$ cat src/rtl/loader_sdram_bridge.sv
// Queues GameLoader byte writes in a small FIFO and issues one per 4-phase NES slot,
// muxing the SDRAM address/data/write lines between the download path and the NES core.
module loader_sdram_bridge #(
  parameter int         ADDR_W     = 22,
  parameter int         DEPTH_LOG2 = 2,
  parameter logic [1:0] SLOT_PHASE = 2'd3
) (
  input  logic              clk,
  input  logic              reset,
  input  logic [1:0]        ce_phase,
  input  logic              downloading,
  input  logic              ld_write,
  input  logic [ADDR_W-1:0] ld_addr,
  input  logic [7:0]        ld_data,
  input  logic [ADDR_W-1:0] nes_addr,
  input  logic              nes_write,
  input  logic [7:0]        nes_dout,
  output logic [ADDR_W-1:0] mem_addr,
  output logic              mem_write,
  output logic [7:0]        mem_din,
  output logic              busy,
  output logic              overflow,
  output logic [ADDR_W-1:0] bytes_written
);

  localparam int DEPTH = 1 << DEPTH_LOG2;

  typedef struct packed {
    logic [ADDR_W-1:0] addr;
    logic [7:0]        data;
  } entry_t;

  entry_t                fifo [DEPTH];
  logic [DEPTH_LOG2-1:0] rd_ptr, wr_ptr;
  logic [DEPTH_LOG2:0]   count;
  logic                  wr_active;
  logic [ADDR_W-1:0]     wr_addr;
  logic [7:0]            wr_data;
  logic                  downloading_q;

  logic slot, rise, fall, empty, full, push, pop, accept;

  always_comb begin
    slot   = (ce_phase == SLOT_PHASE);
    rise   = downloading & ~downloading_q;
    fall   = ~downloading & downloading_q;
    empty  = (count == '0);
    full   = (count == (DEPTH_LOG2 + 1)'(DEPTH));
    pop    = slot & ~empty & ~fall;
    push   = downloading & ld_write;
    // A full FIFO still accepts on a pop edge: the head leaves as the new byte enters.
    accept = push & (~full | pop);
  end

  // NOTE: entry storage carries no reset; count alone decides which entries are valid.
  always_ff @(posedge clk) begin
    if (accept) fifo[wr_ptr] <= '{addr: ld_addr, data: ld_data};
  end

  always_ff @(posedge clk) begin
    if (reset) begin
      rd_ptr        <= '0;
      wr_ptr        <= '0;
      count         <= '0;
      wr_active     <= 1'b0;
      wr_addr       <= '0;
      wr_data       <= '0;
      downloading_q <= 1'b0;
      overflow      <= 1'b0;
      bytes_written <= '0;
    end else begin
      downloading_q <= downloading;
      if (fall) begin
        rd_ptr    <= '0;
        wr_ptr    <= '0;
        count     <= '0;
        wr_active <= 1'b0;
      end else begin
        if (slot) wr_active <= ~empty;
        if (pop) begin
          wr_addr <= fifo[rd_ptr].addr;
          wr_data <= fifo[rd_ptr].data;
          rd_ptr  <= rd_ptr + 1'b1;
        end
        if (accept) wr_ptr <= wr_ptr + 1'b1;
        case ({accept, pop})
          2'b10:   count <= count + 1'b1;
          2'b01:   count <= count - 1'b1;
          default: count <= count;
        endcase
      end
      // Counters are held across a download's end and cleared only when the next begins.
      if (rise) begin
        bytes_written <= '0;
        overflow      <= 1'b0;
      end else begin
        if (pop && !(&bytes_written)) bytes_written <= bytes_written + 1'b1;
        if (push && !accept)          overflow      <= 1'b1;
      end
    end
  end

  always_comb begin
    mem_write = downloading ? wr_active : nes_write;
    mem_addr  = downloading ? wr_addr   : nes_addr;
    mem_din   = downloading ? wr_data   : nes_dout;
    busy      = ~empty | wr_active;
  end

endmodule

$ cat config.mk
export PLATFORM = sky130hd
export DESIGN_NAME = loader_sdram_bridge
export DESIGN_NICKNAME = d
export VERILOG_FILES = /design/src/rtl/loader_sdram_bridge.sv
export SDC_FILE = /design/constraint.sdc
export NUM_CORES = 1
export LEC_CHECK = 0
export BUFFER_PORTS_ARGS = -buffer_cell sky130_fd_sc_hd__buf_4
export CAP_MARGIN = 25
export CORE_MARGIN = 1
export CORE_UTILIZATION = 56
export DETAILED_ROUTE_END_ITERATION = 10
export PLACE_DENSITY = 0.79
export SLEW_MARGIN = 30
export SYNTH_ARGS = -nofsm -noshare
export SYNTH_HDL_FRONTEND = slang
export SYNTH_SLANG_ARGS = --single-unit
$ cat constraint.sdc
create_clock -name clk -period 2.7 [get_ports clk]
set_input_delay 0.405 -clock clk [delete_from_list [all_inputs] [get_ports clk]]
set_output_delay 0.405 -clock clk [all_outputs]
set_load 0.02 [all_outputs]
Word-level counts from Yosys, hierarchy flattened
Memory sizes are Yosys's and may differ from the RTL's. A register that Yosys moved wholly into a read port is not among the register bits. Cells that the tools add are included.

Register bits: 32. Bits in writable memories: 120. Memories kept: 1.

$add $sub $neg: 5. Equality and inequality tests: 4. Multiplexer cells: 6. Bitwise logic cells: 13. Reduce and logical (&&, ||, !) cells: 10.

Memory list: fifo (depth 4, bits a word 30, rd ports 1, clocked after memory_dff 1, wr ports 1, line 33) `entry_t fifo [DEPTH];`.

Operator list (number): adder 22 x 1 -> 22 bit, second input constant (1); 2-to-1 mux 22 bit (1); AND reduction 22 bit (1); 2-to-1 mux 8 bit (1); AND 1 bit (6); one-hot mux 3 bit (2 select lines) (1); NOT 1 bit (5); adder 2 x 1 -> 2 bit, second input constant (2); equality test 2 bit, second input constant (2); OR reduction 2 bit (2); adder 3 x 1 -> 3 bit, second input constant (1); equality test 3 bit, second input constant (1); logical NOT 3 bit (1); 2-to-1 mux 1 bit (3); subtractor 3 x 1 -> 3 bit, second input constant (1); equality test 2 x 1 -> 1 bit, second input constant (1); logical AND 1 bit (2); logical NOT 1 bit (2); OR 1 bit (2); AND reduction 2 bit (1); nonzero test 2 bit (1).

Depth between registers and ports, before layout
Depth after elaboration: 8. Depth in mapped cells: 8. Mapped depth without buffers: 7.

Least setup slack after synthesis
No wires, ideal clock.

Path kind: input port to flip-flop. From: input downloading. To: memory fifo[1][0] in the netlist's numbering (enable). Arrival time: 1.950 ns. Setup slack: 0.360 ns. Stages on the path: 4. Path buffers: 1. Cells stage by stage: clkbuf_1 -> nand2_1 -> a31oi_1 -> and2_1.

Word-level cells in the longest chain between the ends: 8. Elaborated cells between the ends (all ways): 9.

Ends and longest elaborated chain: start: declaration (line 11) `input logic downloading,`; NOT 1 bit (line 46) `fall = ~downloading & downloading_q;`; AND 1 bit (line 46); NOT 1 bit (no line); AND 1 bit (line 49) `pop = slot & ~empty & ~fall;`; OR 1 bit (line 52) `accept = push & (~full | pop);`; AND 1 bit (*) (line 52); 2-to-1 mux 1 bit (*) (line 57) `if (accept) fifo[wr_ptr] <= '{addr: ld_addr, data: ld_data};`; 2-to-1 mux 1 bit (implied by the code) (*) (line 57); end: declaration (line 33).

Mark *: on every way between the ends. The rest lies on a longest branch, timed or not.

Final worst setup path
From: register bytes_written[0]. To: register bytes_written[17].

Word-level cells in the longest chain between the ends: 3. Elaborated cells between the ends (all ways): 4.

Ends and longest elaborated chain: start: declaration (line 23) `output logic [ADDR_W-1:0] bytes_written`; start signal: assignment (line 97) `if (pop && !(&bytes_written)) bytes_written <= bytes_written + 1'b1;`; parallel branches: the longest is 3 deep, another holds adder 22 x 1 -> 22 bit.

Parallel ways; which one is timed is not known. A chain may end at the register's enable or synchronous reset.

==> summary.md <==
Across the run, the number of max-cap violations was 0. Fraction of final layout cells with drive strength greater than 1: 0.379. STA classifies the critical path endpoint as a flop. Post-CTS timing repair inserted 0 buffers for setup. The quantity of hold-fixing buffers added after cts came out at 0. The routed design could run at a clock period as short as 2250 ps.

At the end of the flow, the number of nets in the layout was 723. The biggest cell delay along the critical path was 560 ps. For this block, the initial DRC count from the detailed router was 409. Adding up every negative setup slack in the final design gives 0 ps. The overall track demand over capacity in global routing was 0.237. Worst vdd rail ir drop: 0.440 mV.

Input and output buffers added on the ports amount to 121. The clock passes through at most 2 buffers. By instance count, the cell type seen most on the critical path is sky130_fd_sc_hd__and4_1. In this run the power density over the cells is 636 mW/mm^2. Summed over all cells, the static leakage comes to 0.00325 uW. The synthesized netlist occupies a cell area of 0.00757 mm^2. The count of antenna-violating nets left after detailed routing was 0. Number of antenna violations at the first check in global routing: 0. Yosys attributes the largest share of cell area to sky130_fd_sc_hd__edfxtp_1, sky130_fd_sc_hd__dfxtp_1, sky130_fd_sc_hd__mux4_2, sky130_fd_sc_hd__mux2_2, sky130_fd_sc_hd__nand2_1.

Sorting the synthesized cells by how often they occur yields sky130_fd_sc_hd__edfxtp_1, sky130_fd_sc_hd__nand2_1, sky130_fd_sc_hd__dfxtp_1, sky130_fd_sc_hd__a21oi_1, sky130_fd_sc_hd__mux2_2. After detailed routing, the number of remaining DRC violations is 0. The tools report the total number of vias as 4802.

The cell with the biggest individual delay on the critical path is sky130_fd_sc_hd__a2111oi_4. The run gives 3030 ps as the required time reported for the critical path endpoint. For this run, the top clock speed supported by timing is 0.444 GHz.

For the pin with the worst max-slew slack, the measured transition is 893 ps. The run gives 0.0140 mm^2 as the area enclosed by the die boundary. The proportion of synthesized flip-flops having asynchronous set or reset was 0; the count of final setup violators was 0. For the number of distinct library cells after synthesis, the log shows 48.

The tools report the final-report hold violation count as 0. Setup repair after global routing left no endpoint under its margin. The number of detailed-routing iterations run before antenna repair was 5; the final global-route overflow total was 0.

The path class of the tightest hold or removal check is in -> reg. The startpoint-to-endpoint class of the critical path was reg -> reg. The depth of the worst register-to-register path was 6; the flip-flop and latch count after synthesis was 182. For the wire length of the first global-routing pass, the log shows 25000 um. The flow ran to the end, and the final reports show no timing, DRC or antenna violations. Yosys instantiated no cell more often than sky130_fd_sc_hd__edfxtp_1. Counting every net in the synthesized netlist gives 600. The overall die width is 118 um, and the post-route clock skew is 7.34 ps.

The tools report the count of warnings emitted by yosys as 0. In this run the most critical hold path is launched from ld_addr[4]. At the later pin of the worst-skew pair, clock insertion delay measures 430 ps. The via count of the first global-routing pass was 4740. The critical path goes through ha_1, and4_1, and4_1, a2111oi_4, a31oi_1, a41o_1. The floorplan step defined a core boundary enclosing 0.0132 mm^2.

The tools report the cell chosen for the clock root as sky130_fd_sc_hd__clkbuf_16. The repair_antennas step left the layout with diodes totalling 0. From synthesis to final layout, the design area changed by 21.5%.

Along the worst path, the maximum fanout reaches 9. The tools report the capture point of the worst reg-to-reg path as bytes_written[17]. The largest net degree at the start of global routing was 36. In this run the critical register-to-register path is launched from bytes_written[0].

Detailed placement finished with a half-perimeter wire length of 9970 um. After detailed routing, the number of vias per cell comes to 5.72. STA classifies the critical path startpoint as a flop.

The count of clock tree sinks was 182; the post-route clock period utilization was 0.835. The share of synthesized area occupied by flip-flops and latches is 0.640. Once placement finished, the instance area stood at 0.00866 mm^2.

Dividing the detail-routed wire length by the instance count gives 18.6 um. Summed over all layers, the routed wires come to 15600 um. The average cell area after synthesis works out to 14.4 um^2.

After routing the design area is 0.00920 mm^2. The portion of synthesized cell area occupied by the leading cell type is 0.476, and the critical path arrival is 2580 ps. sky130_fd_sc_hd__edfxtp_1 takes more of the synthesized area than any other cell. In this run, synthesis inferred 120 flip-flops with an integrated enable. The number of pins exceeding their max-slew limit in the final report was 0; the starting density of the core was 0.574. The post-CTS clock slew at the launch and capture registers of the worst setup and hold paths was 70 ps. The main flop type after synthesis was sky130_fd_sc_hd__edfxtp_1.

For the number of H-tree levels, the log shows 4. TritonCTS built the clock tree. Across all register-to-register paths, the minimum setup slack is 450 ps.

The congestion estimate from routability-driven global placement came to 0.795. Number of placement rows: 42. The tools report the worst setup path startpoint as bytes_written[0].

The worst hold path cell count is 1. The endpoint of the worst hold-timing path is fifo[0][12]. For this design the top-level I/O count stands at 122. Cell count after synthesis: 527. The run gives 0.405 as the headroom to the max-slew limit. After clock tree synthesis, the repair step resized 0 gates.

The number of clock buffers added by TritonCTS is 17. The die height came out at 118 um.
## worst max-delay path: cells and delay by family, from the launching register on
family,cells,cell delay [ps]
AOI/OAI and AO/OA,3,930
adders and majority gates,1,260
DFF,1,360
and+or+nand+nor,2,600
## worst max-delay path by stage
stage / cells past startpoint / to
floorplan: 4 / fifo[1][0]
global placement: 7 / bytes_written[4]
detailed placement: 7 / count[1]
CTS: 6 / bytes_written[17]
global route: 6 / bytes_written[17]
finish: 6 / bytes_written[17]
## layer usage
| metal | up-vias | routed length [um] | track usage | part of all wire |
|---|---|---|---|---|
| li1 | 2216 | - | - | - |
| met1 | 2388 | 6380 | 0.303 | 0.41 |
| met2 | 177 | 8070 | 0.396 | 0.52 |
| met3 | 21 | 965 | 0.0603 | 0.062 |
| met4 | 0 | 197 | 0.0809 | 0.013 |
| met5 | - | 0 | 0 | 0 |
## state kept, by name, summed over array words and instances (netlist names)
signal and count:
wr_data 8, bytes_written 22, rd_ptr 2, fifo 120, downloading_q 1, wr_addr 22, overflow 1, count 3
wr_ptr 2, wr_active 1
## layout make-up
class,count,area [um^2]
well taps,176,220
clock inverters,14,111
repair buffers,135,1010
inverters,5,18.8
multi-input cells,309,2560
clock buffers,18,429
flip-flops and latches,182,4850
fillers,895,3990
## metrics by stage
stage                util  setup WS (ps)  power [uW]  instances  hold WS, ps
CTS                 0.697            480        5890        839          157
global route        0.697            337        6040        839          162
detailed placement  0.657            281        3640        807          446
floorplan               -            360        3420        527          433
global placement    0.657            363        3620        807          444
finish              0.697            445        5850        839          175
## report_power, final
group	internal, uW	leakage (uW)	switching [uW]
clock network	1260	0.000247	1010
logic	243	0.00142	268
registers	3030	0.00159	36.3
## cell usage in the layout (no fill, tap or decap), types with 2 or more instances in the layout
cell type                    instances
sky130_fd_sc_hd__inv_1               5
sky130_fd_sc_hd__mux2_2             31
sky130_fd_sc_hd__nor3_1              5
sky130_fd_sc_hd__and3_1              4
sky130_fd_sc_hd__nor3b_1             2
sky130_fd_sc_hd__clkinv_2            2
sky130_fd_sc_hd__nand4_1             2
sky130_fd_sc_hd__buf_4             135
sky130_fd_sc_hd__nor2_1             29
sky130_fd_sc_hd__and2_1              2
sky130_fd_sc_hd__dfxtp_1            60
sky130_fd_sc_hd__mux4_2             30
sky130_fd_sc_hd__edfxtp_1          120
sky130_fd_sc_hd__dfxtp_2             2
sky130_fd_sc_hd__clkbuf_16          17
sky130_fd_sc_hd__xnor2_1            12
sky130_fd_sc_hd__a211oi_2            4
sky130_fd_sc_hd__and2_2              4
sky130_fd_sc_hd__a21oi_1            38
sky130_fd_sc_hd__a2111oi_4           4
sky130_fd_sc_hd__a31o_1              2
sky130_fd_sc_hd__mux2i_1             4
sky130_fd_sc_hd__a41o_1              3
sky130_fd_sc_hd__a31oi_1             6
sky130_fd_sc_hd__a31o_2              4
sky130_fd_sc_hd__ha_1                5
sky130_fd_sc_hd__nand2b_1            4
sky130_fd_sc_hd__and4_1              6
sky130_fd_sc_hd__clkinvlp_4          5
sky130_fd_sc_hd__clkinv_1            3
sky130_fd_sc_hd__nand3_1             7
sky130_fd_sc_hd__nand2_1            82
## cell families (layout without fill, tap and decap cells)
logic type                 after synthesis  after routing  share of synthesized area
buffers and inverters                   36            172                     0.0233
DFF                                    182            182                      0.640
xor gates and xnor gates                13             13                     0.0150
AOI/OAI and AO/OA                       70             70                     0.0752
and+or+nand+nor                        155            155                     0.0949
adders and majority gates                6              6                     0.0109
muxes                                   65             65                      0.141
Note: power is estimated with default switching activity, not from simulation.
